`config.mk`:
```
export PLATFORM = sky130hd
export DESIGN_NAME = seg7_monitor
export DESIGN_NICKNAME = d
export VERILOG_FILES = /design/src/rtl/seg7_pkg.sv /design/src/rtl/seg7_decode.sv /design/src/rtl/seg7_monitor.sv
export SDC_FILE = /design/constraint.sdc
export NUM_CORES = 1
export LEC_CHECK = 0
export BUFFER_PORTS_ARGS = -buffer_cell sky130_fd_sc_hd__buf_4
export CAP_MARGIN = 5
export CORE_ASPECT_RATIO = 2
export CORE_MARGIN = 2
export CORE_UTILIZATION = 50
export CTS_CLUSTER_SIZE = 28
export DETAILED_ROUTE_END_ITERATION = 6
export PLACE_DENSITY = 0.85
export SYNTH_ARGS = -nofsm -noshare
export SYNTH_HDL_FRONTEND = slang
export SYNTH_SLANG_ARGS = --single-unit
```
`constraint.sdc`:
```
create_clock -name clk -period 2.3 [get_ports clk]
set_input_delay 0.46 -clock clk [delete_from_list [all_inputs] [get_ports clk]]
set_output_delay 0.46 -clock clk [all_outputs]
set_load 0.02 [all_outputs]
```
`src/rtl/seg7_pkg.sv`:
```
// Shared segment encodings and state type for the 7-segment display path.
// Bus order: bit7=a .. bit1=g, bit0=dp.
package seg7_pkg;

  localparam int SEG_A  = 7;
  localparam int SEG_B  = 6;
  localparam int SEG_C  = 5;
  localparam int SEG_D  = 4;
  localparam int SEG_E  = 3;
  localparam int SEG_F  = 2;
  localparam int SEG_G  = 1;
  localparam int SEG_DP = 0;

  localparam logic [7:0] SEG_0   = 8'hFC;
  localparam logic [7:0] SEG_1   = 8'h60;
  localparam logic [7:0] SEG_2   = 8'hDA;
  localparam logic [7:0] SEG_3   = 8'hF2;
  localparam logic [7:0] SEG_4   = 8'h66;
  localparam logic [7:0] SEG_5   = 8'hB6;
  localparam logic [7:0] SEG_6   = 8'hBE;
  localparam logic [7:0] SEG_7   = 8'hE0;
  localparam logic [7:0] SEG_8   = 8'hFE;
  localparam logic [7:0] SEG_9   = 8'hE6;
  localparam logic [7:0] SEG_ERR = 8'h00;

  typedef enum logic {
    SYNC   = 1'b0,
    LOCKED = 1'b1
  } state_e;

endpackage

```
`src/rtl/seg7_decode.sv`:
```
// Combinational segment-pattern to BCD decoder.
// Any pattern with dp set, or not in the table, is reported illegal.
module seg7_decode
  import seg7_pkg::*;
(
  input  logic [7:0] seg_i,
  output logic [3:0] digit_o,
  output logic       legal_o
);

  always_comb begin
    digit_o = 4'd0;
    legal_o = 1'b1;
    case (seg_i)
      SEG_0:   digit_o = 4'd0;
      SEG_1:   digit_o = 4'd1;
      SEG_2:   digit_o = 4'd2;
      SEG_3:   digit_o = 4'd3;
      SEG_4:   digit_o = 4'd4;
      SEG_5:   digit_o = 4'd5;
      SEG_6:   digit_o = 4'd6;
      SEG_7:   digit_o = 4'd7;
      SEG_8:   digit_o = 4'd8;
      SEG_9:   digit_o = 4'd9;
      default: legal_o = 1'b0;
    endcase
    if (seg_i[SEG_DP]) legal_o = 1'b0;
  end

endmodule

```
`src/rtl/seg7_monitor.sv`:
```
// Receive-side monitor: debounces the segment bus, decodes it and checks
// that accepted digits follow the 0..9 wrap-around count.
module seg7_monitor
  import seg7_pkg::*;
#(
  parameter int STABLE_CYCLES = 2,
  parameter int CNT_W         = 8
) (
  input  logic             clk,
  input  logic             rst,
  input  logic [7:0]       seg_in,
  output logic [3:0]       digit,
  output logic             digit_valid,
  output logic             new_digit,
  output logic             illegal,
  output logic             seq_err,
  output logic [CNT_W-1:0] err_count,
  output logic             locked
);

  localparam logic [3:0] STAB = 4'(STABLE_CYCLES);
  localparam logic [CNT_W-1:0] ONE = CNT_W'(1);

  logic [7:0]       seg_q;
  logic [3:0]       cnt_q, cnt_d;
  logic             acc_q, acc_d;
  logic             same;
  state_e           state_q, state_d;
  logic [3:0]       digit_q, digit_d;
  logic             valid_q, valid_d;
  logic             new_q, new_d;
  logic             ill_q, ill_d;
  logic             seq_q, seq_d;
  logic [CNT_W-1:0] err_q, err_d;
  logic             err_inc;
  logic [3:0]       dec_digit;
  logic             dec_legal;
  logic [3:0]       nxt_digit;

  seg7_decode u_dec (
    .seg_i   (seg_q),
    .digit_o (dec_digit),
    .legal_o (dec_legal)
  );

  // acceptance fires only on the edge where the run first reaches STAB
  always_comb begin
    same  = (seg_in == seg_q);
    cnt_d = 4'd1;
    if (same) cnt_d = (cnt_q == STAB) ? cnt_q : cnt_q + 4'd1;
    acc_d = (cnt_d == STAB) && (!same || cnt_q != STAB);
  end

  assign nxt_digit = (digit_q == 4'd9) ? 4'd0 : digit_q + 4'd1;

  always_comb begin
    state_d = state_q;
    digit_d = digit_q;
    valid_d = valid_q;
    new_d   = 1'b0;
    ill_d   = 1'b0;
    seq_d   = 1'b0;
    err_inc = 1'b0;
    if (acc_q) begin
      if (!dec_legal) begin
        ill_d   = 1'b1;
        err_inc = 1'b1;
        valid_d = 1'b0;
        state_d = SYNC;
      end else if (state_q == SYNC) begin
        digit_d = dec_digit;
        valid_d = 1'b1;
        new_d   = 1'b1;
        state_d = LOCKED;
      end else if (dec_digit == nxt_digit) begin
        digit_d = dec_digit;
        new_d   = 1'b1;
      end else if (dec_digit != digit_q) begin
        seq_d   = 1'b1;
        err_inc = 1'b1;
        digit_d = dec_digit;
        new_d   = 1'b1;
      end
    end
    err_d = err_q;
    if (err_inc && err_q != '1) err_d = err_q + ONE;
  end

  always_ff @(posedge clk or negedge rst) begin
    if (!rst) begin
      seg_q   <= SEG_ERR;
      cnt_q   <= 4'd0;
      acc_q   <= 1'b0;
      state_q <= SYNC;
      digit_q <= 4'd0;
      valid_q <= 1'b0;
      new_q   <= 1'b0;
      ill_q   <= 1'b0;
      seq_q   <= 1'b0;
      err_q   <= '0;
    end else begin
      seg_q   <= seg_in;
      cnt_q   <= cnt_d;
      acc_q   <= acc_d;
      state_q <= state_d;
      digit_q <= digit_d;
      valid_q <= valid_d;
      new_q   <= new_d;
      ill_q   <= ill_d;
      seq_q   <= seq_d;
      err_q   <= err_d;
    end
  end

  assign digit       = digit_q;
  assign digit_valid = valid_q;
  assign new_digit   = new_q;
  assign illegal     = ill_q;
  assign seq_err     = seq_q;
  assign err_count   = err_q;
  assign locked      = (state_q == LOCKED);

endmodule

```
==> run_results.csv <==
group,metric,value,unit
status,status,"finished with violations",
status,violations,"negative setup slack",
worst_setup_path,cp.required,2.46,ns
placed_design,place_congestion,0.9296,
routing,dr.pass1.iters,4,
synth,syn_avg_cell_area,10.02,sq um
synth,synth_warnings,0,
synth,ys_seq_area_share,45.66,%
synth,synthSimpleGateAreaFrac,22.45,%
sta,max_freq,0.3725,GHz
synth,ys_seq_elements,30,
clocking,clk_pin_slew,0.07,ns
worst_setup_path,arrival,2.84,ns
synth,synthAdderAreaFrac,2.283,%
flow_run,max_cap_violations,0,
placed_design,dpl.cell_count,239,
synth,synth_top_family_by_area,"simple AND/OR/NAND/NOR gates",
power_and_ir_drop,p_int,0.0008766,W
synth,ys_types,42,
power_and_ir_drop,p_seq_share,48.3,%
floorplan,die_area,3791,sq um
final_layout,nets,236,
routing,via_per_inst,5.925,
placed_design,postPlaceCellArea,2038,sq um
worst_setup_path,r2r-start,"seg_q[4]",
floorplan,io_pins,27,
sta,timing.max_slew.rel_slack,65.60,%
clocking,cts-buffers-inserted,5,
clocking,insertion_delay,0.29,ns
sta,clock_skew,0.006866,ns
clocking,clkSinkCount,30,
floorplan,die_w,44.55,microns
routing,vias,1511,
clocking,cts_root_buffer,"clkbuf_8",
final_layout,final_area,2301,sq um
power_and_ir_drop,vdd_drop_max,460.9,uV
power_and_ir_drop,combPwrFrac,15.0,%
global_routing,track_usage,23.83,%
power_and_ir_drop,pwr-share-clk,36.7,%
final_layout,area_growth,39.95,%
floorplan,rows,29,
synth,synth-xor-area-share,12.79,%
power_and_ir_drop,powerDensity,519.7,nW/um^2
placed_design,io_buffer_count,26,
routing,final_antenna_net_count,0,
synth,synth_edf_count,0,
routing,drt-wirelength-per-cell,17.56,microns
worst_hold_path,hold_class,"input port to async pin",
synth,synth_compound_area_share,10.43,%
floorplan,die_height,85.10,microns
floorplan,coreArea,3157,sq um
sta,final_max_slew_viol_count,0,
global_routing,grt_overflow,0,
worst_setup_path,start_kind,"register",
sta,tightest_slew,0.5113,ns
worst_setup_path,crit_fanout,4,
placed_design,pre_cts_ws,-0.2531,ns
sta,finalSetupViolCount,9,
floorplan,floorplan.initialDensity,52.08,%
sta,period_needed,2.684,ns
sta,post-route-period-util,116.7,%
synth,syn_inst,164,
synth,synth_mux_area_share,2.588,%
global_routing,grt_pass1_wl,6.596,mm
worst_setup_path,worst_setup_path_end_kind,"register",
worst_setup_path,reg2regPathDepth,8,
synth,synth_area,1644,sq um
power_and_ir_drop,swShare,26.70,%
global_routing,grt_max_degree,31,
routing,drc,0,
global_routing,antenna_found_initial,0,
synth,async_reset_ff_share,100.0,%
sta,worst_slack,-0.3842,ns
sta,whs,0.09191,ns
global_routing,grt_pass1_vias,1550,
final_layout,drive_gt1_share,38.39,%
worst_setup_path,r2r_setup_slack,-0.38,ns
clocking,htreeDepth,2,
final_layout,finalNonFillerCells,255,
worst_setup_path,worst-setup-path-type,"register to register",
synth,synth_ff_type,"dfrtp_1",
sta,rsz0062_at_grt,"true",
power_and_ir_drop,p_sw,0.0003193,W
sta,finalHoldViolations,0,
clocking,cts_tree,"built",
worst_setup_path,reg2reg_to,"err_count[1]",
synth,syn_nets,177,
routing,finalWirelength,4.479,mm
clocking,cts_max_path_buffers,2,
power_and_ir_drop,power.leakage,1.143,nW
final_layout,diodes,0,
placed_design,dp_hpwl,3.187,mm
routing,drt_iter0_drc,36,
-- layout by cell type (no fill, tap or decap), types with 4 or more instances in the layout --
cell type / n
dfrtp_1: 28
buf_4: 56
a21oi_1: 5
clkbuf_8: 6
inv_1: 8
nand2_1: 12
o21ai_0: 5
nand2b_1: 4
xor2_1: 17
nand3_1: 10
nor2_1: 14
xnor2_1: 4
-- stage by stage --
stage          util, %  setup TNS (ns)  power (W)
5_1_grt          72.89          -3.279   0.001239
4_1_cts          68.29          -1.814   0.001180
3_3_place_gp     64.57          -1.070  0.0007381
3_5_place_dp     64.57          -1.600  0.0007455
6_report         72.89          -2.499   0.001196
2_1_floorplan        -          -1.067  0.0006570
-- sequential cells by signal, indices dropped and copies added, names as in the netlist --
register / flops
err_count: 8
seg_q: 8
cnt_q: 4
digit: 4
acc_q: 1
digit_valid: 1
illegal: 1
locked: 1
new_digit: 1
seq_err: 1
-- Yosys cell counts, types with 3 or more instances --
library cell  number  area [sq um]
nor3_2             3         30.03
nor4_1             3         18.77
nand3_1           10         50.05
o21ai_0            5         25.02
xnor2_1            6         52.55
inv_1              8         30.03
ha_1               3         37.54
o211a_1            3         30.03
a21oi_1            5         25.02
nor3_1             4         20.02
nand2b_1           4         25.02
nand2_1           12         45.04
xor2_1            18         157.7
nor2_1            16         60.06
dfrtp_1           30         750.7
-- power groups by stage --
stage | clock [W] | combinational (W) | sequential [W]
after CTS | 0.000442 | 0.000163 | 0.000575
final | 0.000439 | 0.000179 | 0.000578
after global routing | 0.000465 | 0.000193 | 0.000580
after detailed placement | 0 | 0.000161 | 0.000584
after floorplan | 0 | 0.0000589 | 0.000598
after global placement | 0 | 0.000156 | 0.000582
-- cell families after synthesis --
family          count (synthesis)
fa+ha+maj                       3
mux                             4
compound gates                 22
buf+inv                        14
xor+xnor                       24
flops                          30
simple gates                   67
-- critical path, stage by stage, from the launching register on --
cell,delay (ns)
dfrtp_1,0.38
or4b_4,0.54
a21o_1,0.18
a211o_1,0.31
o211a_1,0.27
o2111ai_4,0.23
a31oi_4,0.14
buf_4,0.16
mux2_1,0.34
-- worst max path at each step --
stage                     startpoint            to  slack, ns  depth (start not counted)
after floorplan             seg_q[4]  err_count[1]      -0.22                          8
after global placement      seg_q[4]  err_count[5]      -0.19                          9
after detailed placement    seg_q[4]  err_count[5]      -0.25                          9
after CTS                   seg_q[4]  err_count[5]      -0.26                          9
after global routing        seg_q[3]  err_count[1]      -0.44                          8
final                       seg_q[4]  err_count[1]      -0.38                          8
-- repair_timing --
item | 4_1_cts | 5_1_grt
pin swaps | 2 | 1
resized for setup | 0 | 20
hold buffers | 0 | 0
endpoints found under the setup margin | 8 | 10
buffers inserted | 3 | 6
-- per-layer routing --
layer,up-vias,routed length (microns),GRT usage [%],part of all wire (%)
met5,-,0,0,0
met4,0,265,15.43,5.9
met3,22,141,4.681,3.1
met2,57,2743,46.77,61
met1,741,1328,18.56,30
li1,691,-,-,-
-- final cells by class --
| class | instances | area (sq um) |
|---|---|---|
| multi-input combinational | 120 | 932.1 |
| fill | 218 | 855.8 |
| sequential | 30 | 753.2 |
| timing repair buffer | 58 | 451.7 |
| clock buffer | 6 | 82.58 |
| tap | 31 | 38.79 |
| inverter | 8 | 30.03 |
| clock inverter | 2 | 12.51 |
No activity file was read; power rests on OpenSTA's default activity.
